## src/rtl/mixer_stream_ctrl.sv

```systemverilog
// Streams samples from an input RAM into a mixer at a fixed issue rate and writes
// the mixer results to an output RAM, with drain timeout and sticky error reporting.
module mixer_stream_ctrl #(
  parameter int unsigned ADDR_W  = 10,
  parameter int unsigned GAP     = 2,
  parameter int unsigned TIMEOUT = 255
) (
  input  logic                     clk,
  input  logic                     rst,
  input  logic                     start_i,
  input  logic [ADDR_W:0]          len_i,
  input  logic signed [31:0]       delta_index_cfg_i,
  output logic                     busy_o,
  output logic                     done_o,
  output logic                     err_o,
  output logic                     rd_en_o,
  output logic [ADDR_W-1:0]        rd_addr_o,
  input  logic signed [7:0]        rd_real_i,
  input  logic signed [7:0]        rd_imag_i,
  output logic signed [7:0]        mix_real_o,
  output logic signed [7:0]        mix_imag_o,
  output logic signed [31:0]       mix_delta_index_o,
  output logic                     mix_valid_o,
  input  logic signed [7:0]        mix_real_i,
  input  logic signed [7:0]        mix_imag_i,
  input  logic                     mix_valid_i,
  output logic                     wr_en_o,
  output logic [ADDR_W-1:0]        wr_addr_o,
  output logic signed [7:0]        wr_real_o,
  output logic signed [7:0]        wr_imag_o
);

  localparam int unsigned IdleW = $clog2(TIMEOUT + 1);
  localparam logic [3:0] GapLast = 4'(GAP - 1);
  localparam logic [IdleW-1:0] IdleLast = IdleW'(TIMEOUT - 1);
  localparam logic [IdleW-1:0] IdleOne = IdleW'(1);
  localparam logic [ADDR_W:0] CntOne = (ADDR_W + 1)'(1);

  typedef enum logic [1:0] {StIdle, StRun, StDrain, StDone} state_e;

  state_e                  state_q;
  logic [ADDR_W:0]         len_q, in_cnt_q, out_cnt_q;
  logic [3:0]              gap_q;
  logic [IdleW-1:0]        idle_q;
  logic                    rd_pend_q;
  logic                    busy_q, done_q, err_q;
  logic                    rd_en_q;
  logic [ADDR_W-1:0]       rd_addr_q;
  logic signed [7:0]       mix_real_q, mix_imag_q;
  logic signed [31:0]      delta_q;
  logic                    mix_valid_q;
  logic                    wr_en_q;
  logic [ADDR_W-1:0]       wr_addr_q;
  logic signed [7:0]       wr_real_q, wr_imag_q;

  always_ff @(posedge clk) begin
    if (!rst) begin
      state_q     <= StIdle;
      len_q       <= '0;
      in_cnt_q    <= '0;
      out_cnt_q   <= '0;
      gap_q       <= '0;
      idle_q      <= '0;
      rd_pend_q   <= 1'b0;
      busy_q      <= 1'b0;
      done_q      <= 1'b0;
      err_q       <= 1'b0;
      rd_en_q     <= 1'b0;
      rd_addr_q   <= '0;
      mix_real_q  <= '0;
      mix_imag_q  <= '0;
      delta_q     <= '0;
      mix_valid_q <= 1'b0;
      wr_en_q     <= 1'b0;
      wr_addr_q   <= '0;
      wr_real_q   <= '0;
      wr_imag_q   <= '0;
    end else begin
      rd_en_q <= 1'b0;
      done_q  <= 1'b0;
      wr_en_q <= 1'b0;

      // RAM data arrives one cycle after the read strobe; register it for the mixer.
      rd_pend_q   <= rd_en_q;
      mix_valid_q <= rd_pend_q;
      if (rd_pend_q) begin
        mix_real_q <= rd_real_i;
        mix_imag_q <= rd_imag_i;
      end

      unique case (state_q)
        StIdle: begin
          if (start_i) begin
            len_q     <= len_i;
            delta_q   <= delta_index_cfg_i;
            err_q     <= 1'b0;
            out_cnt_q <= '0;
            gap_q     <= '0;
            idle_q    <= '0;
            if (len_i == '0) begin
              in_cnt_q <= '0;
              state_q  <= StDone;
              done_q   <= 1'b1;
            end else begin
              // First read goes out in the cycle right after the start is taken.
              in_cnt_q  <= CntOne;
              rd_en_q   <= 1'b1;
              rd_addr_q <= '0;
              busy_q    <= 1'b1;
              state_q   <= StRun;
            end
          end
        end
        StRun: begin
          if (in_cnt_q == len_q) begin
            state_q <= StDrain;
            idle_q  <= '0;
          end else if (gap_q == GapLast) begin
            rd_en_q   <= 1'b1;
            rd_addr_q <= in_cnt_q[ADDR_W-1:0];
            in_cnt_q  <= in_cnt_q + CntOne;
            gap_q     <= '0;
          end else begin
            gap_q <= gap_q + 4'd1;
          end
        end
        StDrain: begin
          if (out_cnt_q == len_q) begin
            state_q <= StDone;
            busy_q  <= 1'b0;
            done_q  <= 1'b1;
          end else if (mix_valid_i) begin
            idle_q <= '0;
          end else if (idle_q == IdleLast) begin
            err_q   <= 1'b1;
            state_q <= StDone;
            busy_q  <= 1'b0;
            done_q  <= 1'b1;
          end else begin
            idle_q <= idle_q + IdleOne;
          end
        end
        StDone: begin
          state_q <= StIdle;
        end
        default: state_q <= StIdle;
      endcase

      // Result path runs independently of reads; placed last so an error outranks the start clear.
      if (mix_valid_i) begin
        if ((state_q == StRun || state_q == StDrain) && (out_cnt_q < len_q)) begin
          wr_en_q   <= 1'b1;
          wr_addr_q <= out_cnt_q[ADDR_W-1:0];
          wr_real_q <= mix_real_i;
          wr_imag_q <= mix_imag_i;
          out_cnt_q <= out_cnt_q + CntOne;
        end else begin
          err_q <= 1'b1;
        end
      end
    end
  end

  assign busy_o            = busy_q;
  assign done_o            = done_q;
  assign err_o             = err_q;
  assign rd_en_o           = rd_en_q;
  assign rd_addr_o         = rd_addr_q;
  assign mix_real_o        = mix_real_q;
  assign mix_imag_o        = mix_imag_q;
  assign mix_delta_index_o = delta_q;
  assign mix_valid_o       = mix_valid_q;
  assign wr_en_o           = wr_en_q;
  assign wr_addr_o         = wr_addr_q;
  assign wr_real_o         = wr_real_q;
  assign wr_imag_o         = wr_imag_q;

endmodule

```

## config.mk

```make
export PLATFORM = sky130hd
export DESIGN_NAME = mixer_stream_ctrl
export DESIGN_NICKNAME = d
export VERILOG_FILES = /design/src/rtl/mixer_stream_ctrl.sv
export SDC_FILE = /design/constraint.sdc
export NUM_CORES = 1
export LEC_CHECK = 0
export ABC_CLOCK_PERIOD_IN_PS = 2080
export BUFFER_PORTS_ARGS = -buffer_cell sky130_fd_sc_hd__buf_2
export CORE_ASPECT_RATIO = 1.1
export CORE_UTILIZATION = 30
export CTS_CLUSTER_DIAMETER = 100
export DETAILED_ROUTE_END_ITERATION = 10
export HOLD_SLACK_MARGIN = 0.06
export PLACE_DENSITY = 0.56
export SETUP_SLACK_MARGIN = 0.1
export SLEW_MARGIN = 40
export SYNTH_ARGS = -nofsm -noshare
export SYNTH_HDL_FRONTEND = slang
export SYNTH_SLANG_ARGS = --single-unit
```

## constraint.sdc

```tcl
create_clock -name clk -period 2.08 [get_ports clk]
set_input_delay 0.104 -clock clk [delete_from_list [all_inputs] [get_ports clk]]
set_output_delay 0.104 -clock clk [all_outputs]
set_load 0.05 [all_outputs]
```

Word level (Yosys, flattened, before mapping). Cells that the tools add are included.

Bits of input ports: 79. Output and inout port bits: 90. Word-level logic and storage cells: 113. Register bits after elaboration: 138.

$lt $le $gt $ge: 1. Mux-type cells: 56. Reductions and logical operators: 16. Eq/ne operators: 16. Add/sub/neg operators: 4.

Operators with widths (count): $mux W11 (7); $mux W10 (4); $mux W8 (5); $pmux W8 S3 (1); $add A11 B1 Y11 const B (2); $eq A11 B11 Y1 (2); $mux W1 (22); $pmux W11 S2 (1); $pmux W10 S2 (1); $reduce_and A5 Y1 (3); $mux W2 (6); $mux W4 (3); $ne A2 B2 Y1 const B (6); $logic_not A11 Y1 (1); $lt A11 B11 Y1 (1); $ne A3 B3 Y1 const B (3); $add A8 B1 Y8 const B (1); $eq A8 B8 Y1 const B (1); $pmux W1 S2 (4); $pmux W2 S4 (1); $pmux W4 S2 (1); $reduce_and A4 Y1 (2); $reduce_and A2 Y1 (3); $add A4 B1 Y4 const B (1); other kinds (9) (11).

Depth between registers and ports, before layout.
Depth after elaboration: 7. Mapped depth: 10. Mapped depth without buffers: 8.

Worst setup path after synthesis. Ideal clock, no wire load.

Kind: flip-flop to flip-flop. Start: register len_q[7]. End: register idle_q[6]. Required time: 1965 ps. Library setup time: 115 ps. Clock period less this slack: 2029 ps. Arrival: 1914 ps. Buffers on the path: 1. Slack: 51 ps. Cell stages (with the launch flop): 10. Cells stage by stage: dfxtp_1 inv_1 ha_1 nand3_1 nor4_1 a2111oi_4 and2_4 buf_6 nor4b_4 o21a_1.

Longest elaborated chain between the ends: 3. Elaborated cells on any way between the ends: 5. Those cells by class: eq/ne: 4; reduce/logical: 1.

RTL lines: from (decl) (RTL line 42) `logic [ADDR_W:0] len_q, in_cnt_q, out_cnt_q;`; from (signal assigned) (RTL line 94) `len_q <= len_i;`; $eq A11 B11 Y1, on equally long branches (RTL line 128, 115); $ne A2 B2 Y1 (no line); $reduce_and A5 Y1 (no line) (*); to (signal assigned) (RTL line 140) `idle_q <= idle_q + IdleOne;`; to (decl) (RTL line 44) `logic [IdleW-1:0] idle_q;`.

Mark *: on every way between the ends. The rest lies on a longest branch, timed or not. A chain may end at the register's enable or synchronous reset.

Worst setup path after layout.
Start: register out_cnt_q[6]. End: register out_cnt_q[4].

Longest elaborated chain between the ends: 4.

RTL lines: from (decl) (RTL line 42); from (signal assigned) (RTL line 156) `out_cnt_q <= out_cnt_q + CntOne;`; $lt A11 B11 Y1 (RTL line 151) `if ((state_q == StRun || state_q == StDrain) && (out_cnt_q < len_q)) begin`; $logic_and A1 B1 Y1 (RTL line 151); $mux W11 (RTL line 151); $mux W11 (RTL line 150) `if (mix_valid_i) begin`.

No other way between the ends.

==> flow_summary_export.csv <==
group,metric,value,unit
global_route,antenna_found_initial,0,
clock_network,cts-root-buf,"clkbuf_16",
sta,finalCriticalPeriod,2.07,ns
floorplan,die_area,20800,um2
sta,rsz0062_at_grt,"yes",
worst_setup_path,crit_type,"reg2reg",
global_route,grt_max_degree,48,
sta,setup_violations,0,
power_and_ir_drop,ir_drop,0.745,mV
layout,multi_input_area,3620,um2
worst_setup_path,r2r_setup_slack,0.01,ns
hold_path,min_to,"wr_addr_o[5]",
drt,via_count,6139,
yosys,async_reset_ff_frac,0,
layout,drive_gt1_frac,0.403,
clock_network,cts_buffer_depth,2,
global_route,grt-ovfl-total,0,
worst_setup_path,endpoint_kind,"flop",
sta,worst_slew_pin_slew,0.484,ns
yosys,netlist_instances,731,
sta,fin_crit_sh,0.993,
clock_network,cts_htree_levels,4,
place,dp_hpwl,11.4,mm
drt,routed_wl,18.0,mm
worst_setup_path,r2r-end,"out_cnt_q[4]",
hold_path,holdPathStages,3,
floorplan,num_rows,54,
drt,first_pass_iters,4,
hold_path,holdCritStartpoint,"rst",
worst_setup_path,critPathRequiredTime,2.43,ns
layout,antennaDiodeCount,0,
yosys,ys_types,60,
worst_setup_path,cp-start-kind,"flop",
drt,wl_per_cell,13.9,um
worst_setup_path,r2r-start,"out_cnt_q[6]",
job,drv_cap,0,
place,place_area,7550,um2
layout,ff_latch_area,2790,um2
outcome,run_status,"completed",
floorplan,ioPinCount,169,
worst_setup_path,max_stage_delay,0.48,ns
worst_setup_path,worstRegToRegCells,8,
yosys,synth_ff_type,"dfxtp_1",
worst_setup_path,worst-path-max-fanout,4,
floorplan,core_area,19900,um2
sta,relSlewSlack,0.677,
power_and_ir_drop,p_leak,4.17,nW
worst_setup_path,arrival,2.42,ns
yosys,yosysSeqAreaShare,0.455,
clock_network,cts_buffers,17,
sta,slew_viol_final,0,
floorplan,start_util,0.306,
drt,via_per_inst,4.74,
global_route,grt_pass1_vias,5688,
drt,post-route-drc-count,0,
clock_network,clkTransAtPathRegs,0.06,ns
yosys,avgSynthCellArea,8.31,um2
clock_network,clock_latency,0.41,ns
sta,skew,0.00729,ns
layout,fillers,1880,
power_and_ir_drop,p_per_area,1040,nW/um2
yosys,synthesis.area,6070,um2
power_and_ir_drop,total_power,0.0102,W
place,place.gp.congestion,0.789,
yosys,synth_warnings,0,
sta,hold_violations,0,
yosys,syn_nets,831,
sta,max_freq,484,MHz
drt,postRouteAntennaNets,0,
floorplan,die_height,151,um
layout,layout.nets,1129,
drt,drt_iter0_drc,307,
global_route,grt_pass1_wl,27.3,mm
clock_network,clock_sinks,138,
clock_network,cts_tree,"built",
worst_setup_path,critPathSlowestCell,"or4_4",
place,placement.io_buffers,168,
worst_setup_path,path_cells,"ha_4 -> a21o_1 -> a21oi_2 -> a31oi_2 -> or2_4 -> clkbuf_16 -> or4_4 -> nand3_2",
layout,fin_area,9820,um2
yosys,ys_ff_latch,138,
floorplan,die_w,138,um
yosys,synth_edf_count,0,
layout,area.growth.synth_to_final,61.6,%
hold_path,hold_path.class,"in2reg",
global_route,grtUsageTotal,0.168,
through the flow:
| stage | hold slack [ns] | setup WS, ns | std cells | setup TNS, ns | utilization |
|---|---|---|---|---|---|
| after floorplan | 0.232 | 0.0962 | 731 | 0 | - |
| after global placement | 0.342 | -0.0778 | 1162 | -1.09 | 0.380 |
| after detailed placement | 0.350 | -0.104 | 1162 | -2.10 | 0.380 |
| after CTS | 0.148 | 0.0414 | 1279 | 0 | 0.459 |
| after global routing | 0.194 | -0.0323 | 1294 | -0.106 | 0.494 |
| final | 0.185 | 0.0149 | 1294 | 0 | 0.494 |
flip-flops by register name (all words and copies together) (netlist names), 2 cells and up:
register           cells
gap_q                  4
idle_q                 8
in_cnt_q              11
len_q                 11
mix_delta_index_o     32
mix_imag_o             8
mix_real_o             8
out_cnt_q             11
rd_addr_o             10
state_q                2
wr_addr_o             10
wr_imag_o              8
wr_real_o              8
worst max path at each step:
| stage | from | end | slack [ns] |
|---|---|---|---|
| after CTS | len_q[6] | out_cnt_q[4] | 0.04 |
| after global routing | len_q[6] | out_cnt_q[3] | -0.03 |
| final | out_cnt_q[6] | out_cnt_q[4] | 0.01 |
| after global placement | len_q[9] | out_cnt_q[9] | -0.08 |
| after floorplan | len_q[7] | out_cnt_q[0] | 0.1 |
| after detailed placement | len_q[9] | wr_imag_o[5] | -0.10 |
final cells by class:
| class | instances | area share |
|---|---|---|
| Inverter | 21 | 0.00815 |
| Sequential cell | 138 | 0.284 |
| Timing Repair Buffer | 324 | 0.243 |
| Clock buffer | 20 | 0.0465 |
| Tap cell | 252 | 0.0321 |
| Multi-Input combinational cell | 527 | 0.369 |
| Clock inverter | 12 | 0.0175 |
worst max-delay path: cells and delay by family (launching register included):
family          cells  cell delay (ns)
simple gates        3             0.85
compound gates      3             0.42
flops               1             0.34
fa+ha+maj           1             0.25
buf+inv             1             0.15
routing by layer:
metal / vias to the layer above / wire [um] / GRT usage
met4: 0 / 135 / 0.0429
met3: 10 / 851 / 0.0438
li1: 3104 / - / -
met1: 2884 / 7910 / 0.205
met5: - / 0 / 0
met2: 141 / 9120 / 0.292
what timing repair did:
item,4_1_cts,5_1_grt
hold buffers,76,0
setup buffers,9,11
endpoints found under the setup margin,48,66
endpoints found under the hold margin,76,0
gates cloned,0,5
pin swaps,10,77
resized for setup,16,143
kinds of logic after synthesis:
kind of cell | count (synthesis) | synth area share
multiplexers | 20 | 0.0332
XOR/XNOR | 18 | 0.0260
adder cells (fa/ha/maj) | 21 | 0.0433
buffers and inverters | 67 | 0.0445
AND/OR/NAND/NOR | 324 | 0.254
AO/OA/AOI/OAI | 143 | 0.144
flip-flops | 138 | 0.455
Yosys cell counts, drive strengths merged, types with 2 or more instances:
cell type	instances	area (um2)
and2	5	33.8
nand4b	4	35.0
o22ai	2	12.5
clkbuf	28	105
buf	18	86.3
o21ai	18	90.1
xnor2	3	26.3
o21a	4	30.0
dfxtp	138	2760
o211ai	4	35.0
ha	21	263
nand3	48	240
nand4	14	109
nor3	7	40.0
a31oi	3	18.8
or3	11	68.8
mux2i	19	190
nand2b	3	18.8
inv	21	78.8
nor2b	2	12.5
nand2	170	643
a21oi	92	460
or4	4	30.0
nor2	36	135
xor2	15	131
nand3b	3	22.5
o41ai	3	41.3
o311ai	2	17.5
and3	6	37.5
or2	3	18.8
a21o	3	22.5
a21boi	2	15.0
nor4	6	67.6
placed cells by master, fill, tap and decap left out, types with 12 or more instances in the layout:
cell type	instances
dfxtp_1	118
buf_2	168
buf_4	58
nand4_1	12
xor2_1	12
dfxtp_2	20
nand2_2	17
nor2_1	35
a21oi_2	28
clkbuf_16	19
mux2i_1	19
ha_4	12
dlygate4sd3_1	76
nand3_1	42
nand2_4	13
a21oi_1	64
nand2_1	140
report_power, final:
part           switching, W  internal, W  total, W
Clock               0.00116      0.00206   0.00323
Sequential         0.000179      0.00292   0.00310
Combinational       0.00229      0.00157   0.00386
Total               0.00363      0.00655    0.0102
No activity file was read; power rests on OpenSTA's default activity.
